**src/rtl/usb_cdc_arb_pkg.sv**
```systemverilog
// Shared types and width helpers for the USB CDC IN arbiter.
// Latency: n/a (package only).
// Backpressure: n/a (package only).
package usb_cdc_arb_pkg;

    // Arbiter FSM states: IDLE picks the next requester, GRANT forwards its bytes.
    typedef enum logic {
        IDLE  = 1'b0,
        GRANT = 1'b1
    } arb_state_t;

    localparam int BYTE_W = 8;

    // Counter/index width for a modulus of n; never narrower than one bit.
    function automatic int cnt_w(input int n);
        return (n > 1) ? $clog2(n) : 1;
    endfunction

    // Widths for the default configuration (MAX_BURST=64, TIMEOUT_CYCLES=1024).
    localparam int DEF_BURST_W = cnt_w(64);
    localparam int DEF_STALL_W = cnt_w(1024);

endpackage

```
**src/rtl/rr_priority_picker.sv**
```systemverilog
// Round-robin priority picker: first set request at or after i_ptr, cyclically.
// Latency: purely combinational.
// Backpressure: none; o_hit low when no request is set.
//
// Ports:
//   i_req  - request vector, bit k = requester k
//   i_ptr  - index where the cyclic search starts (must be < NUM_REQ)
//   o_pick - one-hot selected requester, 0 when no hit
//   o_hit  - at least one request was set
module rr_priority_picker
    import usb_cdc_arb_pkg::*;
#(
    parameter int NUM_REQ = 3,
    parameter int PTR_W   = cnt_w(NUM_REQ)
) (
    input  logic [NUM_REQ-1:0] i_req,
    input  logic [PTR_W-1:0]   i_ptr,
    output logic [NUM_REQ-1:0] o_pick,
    output logic               o_hit
);

    logic [PTR_W-1:0] w_j;

    always_comb begin
        o_pick = '0;
        o_hit  = 1'b0;
        w_j    = '0;
        for (int i = 0; i < NUM_REQ; i++) begin
            w_j = PTR_W'((int'(i_ptr) + i) % NUM_REQ);
            if (!o_hit && i_req[w_j]) begin
                o_pick[w_j] = 1'b1;
                o_hit       = 1'b1;
            end
        end
    end

endmodule

```
**src/rtl/usb_cdc_in_arbiter.sv**
```systemverilog
// Round-robin arbiter sharing the USB CDC IN byte channel among NUM_REQ byte streams.
// Latency: valid in IDLE cycle N -> grant at N+1 -> in_valid_o at N+2; then 1 byte/cycle.
// Backpressure: req_ready_o only for the granted source, when the output register is empty or draining.
//
// Ports:
//   clk_i, reset_i             - clock, synchronous active-high reset
//   req_data_i/valid/last      - per-requester byte streams (byte k at [8k+7:8k])
//   req_ready_o                - per-requester accept, only the granted bit can be high
//   in_data_o/valid, in_ready_i- registered byte stream toward the CDC IN channel
//   grant_o                    - one-hot current grant, 0 in IDLE
//   timeout_o                  - one-cycle pulse on stall-timeout release
// Optional: define USB_ARB_TIMEOUT_EN to release a grant stalled for TIMEOUT_CYCLES cycles;
// without it the grant is held until last byte or burst limit and timeout_o stays 0.
module usb_cdc_in_arbiter
    import usb_cdc_arb_pkg::*;
#(
    parameter int NUM_REQ        = 3,
    parameter int MAX_BURST      = 64,
    parameter int TIMEOUT_CYCLES = 1024
) (
    input  logic                      clk_i,
    input  logic                      reset_i,
    input  logic [BYTE_W*NUM_REQ-1:0] req_data_i,
    input  logic [NUM_REQ-1:0]        req_valid_i,
    input  logic [NUM_REQ-1:0]        req_last_i,
    output logic [NUM_REQ-1:0]        req_ready_o,
    output logic [BYTE_W-1:0]         in_data_o,
    output logic                      in_valid_o,
    input  logic                      in_ready_i,
    output logic [NUM_REQ-1:0]        grant_o,
    output logic                      timeout_o
);

    localparam int PTR_W   = cnt_w(NUM_REQ);
    localparam int BURST_W = cnt_w(MAX_BURST);
    localparam logic [BURST_W-1:0] BURST_LAST = BURST_W'(MAX_BURST - 1);
    localparam logic [PTR_W-1:0]   IDX_LAST   = PTR_W'(NUM_REQ - 1);

    // Elaboration-time parameter sanity checks.
    if (NUM_REQ < 2 || NUM_REQ > 8) begin : g_bad_num_req
        $error("usb_cdc_in_arbiter: NUM_REQ must be 2..8");
    end
    if (MAX_BURST < 2 || MAX_BURST > 256 || (MAX_BURST & (MAX_BURST - 1)) != 0) begin : g_bad_burst
        $error("usb_cdc_in_arbiter: MAX_BURST must be a power of two in 2..256");
    end
    if (TIMEOUT_CYCLES < 2) begin : g_bad_timeout
        $error("usb_cdc_in_arbiter: TIMEOUT_CYCLES must be >= 2");
    end

    // State
    arb_state_t           r_state;
    logic [NUM_REQ-1:0]   r_grant;
    logic [PTR_W-1:0]     r_idx;      // index of the granted requester
    logic [PTR_W-1:0]     r_ptr;      // round-robin search start
    logic [BURST_W-1:0]   r_burst;
    logic [BYTE_W-1:0]    r_out_dat;
    logic                 r_out_vld;
    logic                 r_timeout;

    // Next-state and datapath wires
    arb_state_t           w_state_nxt;
    logic [NUM_REQ-1:0]   w_grant_nxt;
    logic [PTR_W-1:0]     w_idx_nxt;
    logic [PTR_W-1:0]     w_ptr_nxt;
    logic [BURST_W-1:0]   w_burst_nxt;
    logic [BYTE_W-1:0]    w_out_dat_nxt;
    logic                 w_out_vld_nxt;
    logic                 w_release;

    logic [NUM_REQ-1:0]   w_pick;
    logic                 w_hit;
    logic [PTR_W-1:0]     w_pick_idx;
    logic                 w_out_free;
    logic [NUM_REQ-1:0]   w_req_rdy;
    logic                 w_accept;
    logic                 w_sel_vld;
    logic                 w_sel_last;
    logic [BYTE_W-1:0]    w_sel_dat;
    logic                 w_tmo_fire;

    rr_priority_picker #(
        .NUM_REQ (NUM_REQ),
        .PTR_W   (PTR_W)
    ) u_picker (
        .i_req  (req_valid_i),
        .i_ptr  (r_ptr),
        .o_pick (w_pick),
        .o_hit  (w_hit)
    );

    always_comb begin
        w_pick_idx = '0;
        for (int i = 0; i < NUM_REQ; i++) begin
            if (w_pick[i]) begin
                w_pick_idx = PTR_W'(i);
            end
        end
    end

    // The output register can take a new byte if empty or being consumed this cycle.
    assign w_out_free = ~r_out_vld | in_ready_i;
    assign w_req_rdy  = (r_state == GRANT && w_out_free) ? r_grant : '0;
    assign w_accept   = |(req_valid_i & w_req_rdy);
    assign w_sel_vld  = req_valid_i[r_idx];
    assign w_sel_last = req_last_i[r_idx];
    assign w_sel_dat  = req_data_i[int'(r_idx)*BYTE_W +: BYTE_W];

`ifdef USB_ARB_TIMEOUT_EN
    localparam int STALL_W = cnt_w(TIMEOUT_CYCLES);
    logic [STALL_W-1:0] r_stall;

    // Counts consecutive GRANT cycles in which the granted source has no byte.
    always_ff @(posedge clk_i) begin
        if (reset_i) begin
            r_stall <= '0;
        end else if (r_state != GRANT || w_sel_vld || w_release) begin
            r_stall <= '0;
        end else begin
            r_stall <= r_stall + 1'b1;
        end
    end

    assign w_tmo_fire = (r_state == GRANT) && !w_sel_vld &&
                        (r_stall == STALL_W'(TIMEOUT_CYCLES - 1));
`else
    assign w_tmo_fire = 1'b0;
`endif

    always_comb begin
        w_state_nxt   = r_state;
        w_grant_nxt   = r_grant;
        w_idx_nxt     = r_idx;
        w_ptr_nxt     = r_ptr;
        w_burst_nxt   = r_burst;
        w_out_dat_nxt = r_out_dat;
        w_out_vld_nxt = r_out_vld;
        w_release     = 1'b0;

        case (r_state)
            IDLE: begin
                // A byte left over from the previous grant still drains.
                if (r_out_vld && in_ready_i) begin
                    w_out_vld_nxt = 1'b0;
                end
                if (w_hit) begin
                    w_state_nxt = GRANT;
                    w_grant_nxt = w_pick;
                    w_idx_nxt   = w_pick_idx;
                    w_burst_nxt = '0;
                end
            end
            GRANT: begin
                if (w_accept) begin
                    w_out_dat_nxt = w_sel_dat;
                    w_out_vld_nxt = 1'b1;
                    w_burst_nxt   = r_burst + 1'b1;
                    if (w_sel_last || r_burst == BURST_LAST) begin
                        w_release = 1'b1;
                    end
                end else if (r_out_vld && in_ready_i) begin
                    w_out_vld_nxt = 1'b0;
                end
                if (w_tmo_fire) begin
                    w_release = 1'b1;
                end
                if (w_release) begin
                    w_state_nxt = IDLE;
                    w_grant_nxt = '0;
                    w_burst_nxt = '0;
                    w_ptr_nxt   = (r_idx == IDX_LAST) ? '0 : r_idx + 1'b1;
                end
            end
            default: begin
                w_state_nxt = IDLE;
                w_grant_nxt = '0;
            end
        endcase
    end

    always_ff @(posedge clk_i) begin
        if (reset_i) begin
            r_state   <= IDLE;
            r_grant   <= '0;
            r_idx     <= '0;
            r_ptr     <= '0;
            r_burst   <= '0;
            r_out_dat <= '0;
            r_out_vld <= 1'b0;
            r_timeout <= 1'b0;
        end else begin
            r_state   <= w_state_nxt;
            r_grant   <= w_grant_nxt;
            r_idx     <= w_idx_nxt;
            r_ptr     <= w_ptr_nxt;
            r_burst   <= w_burst_nxt;
            r_out_dat <= w_out_dat_nxt;
            r_out_vld <= w_out_vld_nxt;
            r_timeout <= w_tmo_fire;
        end
    end

    assign req_ready_o = w_req_rdy;
    assign in_data_o   = r_out_dat;
    assign in_valid_o  = r_out_vld;
    assign grant_o     = r_grant;
    assign timeout_o   = r_timeout;

endmodule

```
**config.mk**
```make
export PLATFORM = sky130hd
export DESIGN_NAME = usb_cdc_in_arbiter
export DESIGN_NICKNAME = d
export VERILOG_FILES = /design/src/rtl/usb_cdc_arb_pkg.sv /design/src/rtl/rr_priority_picker.sv /design/src/rtl/usb_cdc_in_arbiter.sv
export SDC_FILE = /design/constraint.sdc
export NUM_CORES = 1
export LEC_CHECK = 0
export ABC_AREA = 1
export ABC_CLOCK_PERIOD_IN_PS = 2150
export CORE_ASPECT_RATIO = 1.1
export CORE_MARGIN = 4
export CORE_UTILIZATION = 44
export DETAILED_ROUTE_END_ITERATION = 6
export PLACE_DENSITY_LB_ADDON = 0.3
export SLEW_MARGIN = 40
export SYNTH_ARGS = -nofsm -noshare
export SYNTH_HDL_FRONTEND = slang
export SYNTH_SLANG_ARGS = --single-unit
```
**constraint.sdc**
```tcl
create_clock -name clk_i -period 2.15 [get_ports clk_i]
set_input_delay 0.215 -clock clk_i [delete_from_list [all_inputs] [get_ports clk_i]]
set_output_delay 0.215 -clock clk_i [all_outputs]
set_load 0.01 [all_outputs]
```
==> results.py <==
metrics = {
    "placed_design": {
        "gp_congestion": 0.8253,
        "portBuffers": 47,
        "dpl.cell_count": 296,
        "hpwl_um": 2585,
    },
    "sta": {
        "report.final.slew_viol_count": 0,
        "fin_crit_ns": 1.836,
        "fmax_ghz": 0.5447,
        "fin_tns_setup_ns": 0,
        "finClkSkew_ns": 0.01255,
        "setup_viol": 0,
        "hold_viol_final": 0,
        "rsz0062_at_grt": "false",
        "fin_crit_sh": 0.8539,
    },
    "yosys": {
        "muxShareOfSynthArea": 0,
        "synth_seq_cells": 23,
        "yosys.area_share.simple": 0.3626,
        "synth_nets": 256,
        "synth_top_family_by_area": "simple AND/OR/NAND/NOR gates",
        "netlist_area_um2": 1439,
        "synth_edf_count": 0,
        "syn_inst": 218,
        "seq_area_frac_synth": 0.3200,
        "synth_cell_types": 25,
        "synth_compound_area_frac": 0.1617,
        "syn_area_per_cell_um2": 6.600,
        "synth-xor-area-share": 0,
        "synth_fa_ha_area_frac": 0.04348,
        "ys.warnings.count": 0,
        "synth-async-reset-ratio": 0,
        "ys_dominant_reg_cell": "dfxtp_1",
    },
    "clock_network": {
        "cts_resized": 0,
        "clkLatencyLatePin_ns": 0.32,
        "cts_tree": "done",
        "cts_buffers": 3,
        "cts_hold_buf": 0,
        "path_clk_slew_ns": 0.13,
        "clockRootBuffer": "clkbuf_4",
        "htreeDepth": 1,
        "cts_sinks": 23,
        "post-cts-setup-buffers": 0,
        "clockBufferDepth": 2,
    },
    "die": {
        "initial_core_util": 0.4641,
        "coreArea_um2": 3100,
        "die_width_um": 62.53,
        "rows": 21,
        "dieArea_um2": 4250,
        "fp.dieH_um": 67.98,
        "pin_count": 49,
    },
    "worst_setup_path": {
        "startpoint_type": "flop",
        "rrSetupSlack_ns": 0.31,
        "path_class": "flop to flop",
        "r2r-start": "r_ptr[0]",
        "rr_endpoint": "r_idx[0]",
        "cp.required_ns": 2.39,
        "crit_fanout": 8,
        "arrival_ns": 2.08,
        "rr_worst_depth": 11,
        "end_kind": "flop",
    },
    "pwr": {
        "p_leak_nw": 0.8500,
        "powerDensity_nw_per_um2": 592.0,
        "power_mw": 1.154,
        "irDropWorstVdd_mv": 0.3432,
    },
    "cells_and_area": {
        "drive_above_1_share": 0.09023,
        "n_antenna_cell": 0,
        "multi_input_area_um2": 820.8,
        "final_common_cell": "nand2_1",
        "final_cell_mix": "60 x nand2_1, 47 x clkdlybuf4s50_1, 25 x inv_1, 25 x nor2_1, 23 x dfxtp_1",
        "instances_no_fill": 300,
        "syn_to_final_growth_pct": 35.48,
        "n_fill_cell": 291,
        "nNetsFinal": 305,
        "regArea_um2": 460.4,
    },
    "routing": {
        "drtIter0Drc": 57,
        "drc": 0,
        "wl_um": 3270,
        "dr.pass1.iters": 6,
        "vias": 1508,
        "viasPerCell": 5.027,
        "post_drt_wl_per_cell_um": 10.90,
        "final_antenna_net_count": 0,
    },
    "grt": {
        "grt_antenna_before_repair": 0,
        "grt_pass1_vias": 1357,
        "grt_max_degree": 19,
        "grt-ovfl-total": 0,
        "grt_usage": 0.1614,
        "grt_pass1_wl_um": 5575,
    },
    "hold_path": {
        "whs_endpoint": "in_data_o[5]",
        "worstHoldStart": "req_data_i[21]",
        "holdCritPathClass": "input port to flop",
        "min_path_cells": 3,
    },
    "run_status": {
        "outcome": "finished clean",
    },
    "run": {
        "maxCapViolCount": 0,
    },
}
-- worst max-delay path, cell delays in order, from the launching register on --
cell and delay [ns]:
dfxtp_1 0.38, inv_1 0.08, ha_1 0.39, inv_2 0.11
nand2_1 0.05, nand2_1 0.08, nand3_2 0.09, nand3_2 0.11
nand2_4 0.10, nor2_1 0.15, nand3_1 0.10, a21oi_1 0.13
-- stage by stage --
stage,cell area [um^2],util,setup WS [ns],hold WS (ns)
finish,1949,0.6287,0.3142,0.4548
CTS,1949,0.6287,0.3057,0.4538
detailed placement,1922,0.6199,0.3257,0.4661
global route,1949,0.6287,0.1210,0.4843
global placement,1922,0.6199,0.3433,0.4601
floorplan,1439,-,0.5063,0.3737
-- cell families after synthesis --
| group | count (synthesis) |
|---|---|
| other cells | 1 |
| fa+ha+maj | 5 |
| compound gates | 39 |
| buf+inv | 35 |
| simple gates | 115 |
| flops | 23 |
-- cell type report --
type / count / share of cell area
Inverter: 30 / 0.05777
Clock inverter: 1 / 0.002567
Timing Repair Buffer: 49 / 0.2490
Sequential cell: 23 / 0.2362
Clock buffer: 3 / 0.01155
Multi-Input combinational cell: 160 / 0.4211
Tap cell: 34 / 0.02182
-- power breakdown --
part           leakage [nW]  switching [mW]  internal (mW)
clock network        0.0177           0.133         0.0696
registers             0.187          0.0313          0.466
logic                 0.645           0.241          0.213
-- cell usage after synthesis (2+ instances only) --
library cell	instances	area share
ha_1	5	0.043
o21ai_0	10	0.035
inv_2	5	0.013
dfxtp_1	23	0.32
a21oi_1	18	0.063
buf_6	3	0.023
nor2_4	2	0.016
nand2_4	3	0.023
nand4_1	2	0.0087
a221oi_1	7	0.043
nor2_1	25	0.065
nand2_1	60	0.16
nand3_1	16	0.056
inv_1	25	0.065
nand2_2	2	0.0087
nand3_2	3	0.021
-- worst max-delay path by stage --
stage / start / to / slack [ns]
after global routing: r_ptr[0] / grant_o[1] / 0.12
after detailed placement: in_ready_i / req_ready_o[2] / 0.33
after global placement: in_ready_i / req_ready_o[0] / 0.34
after CTS: r_state / req_ready_o[0] / 0.31
final: r_ptr[0] / r_idx[0] / 0.31
after floorplan: r_ptr[0] / r_burst[4] / 0.51
-- per-layer routing --
metal / vias up / part of all wire / global-route usage
li1: 802 / - / -
met1: 643 / 0.46 / 0.1815
met2: 57 / 0.43 / 0.2863
met3: 6 / 0.089 / 0.04433
met4: 0 / 0.020 / 0.07989
met5: - / 0 / 0
-- sequential cells by signal, summed over array words and instances (netlist names) --
register and cells:
in_valid_o 1, grant_o 3, r_ptr 2, r_idx 2
r_burst 6, in_data_o 8, r_state 1
Power figures use the tool's default switching activity.
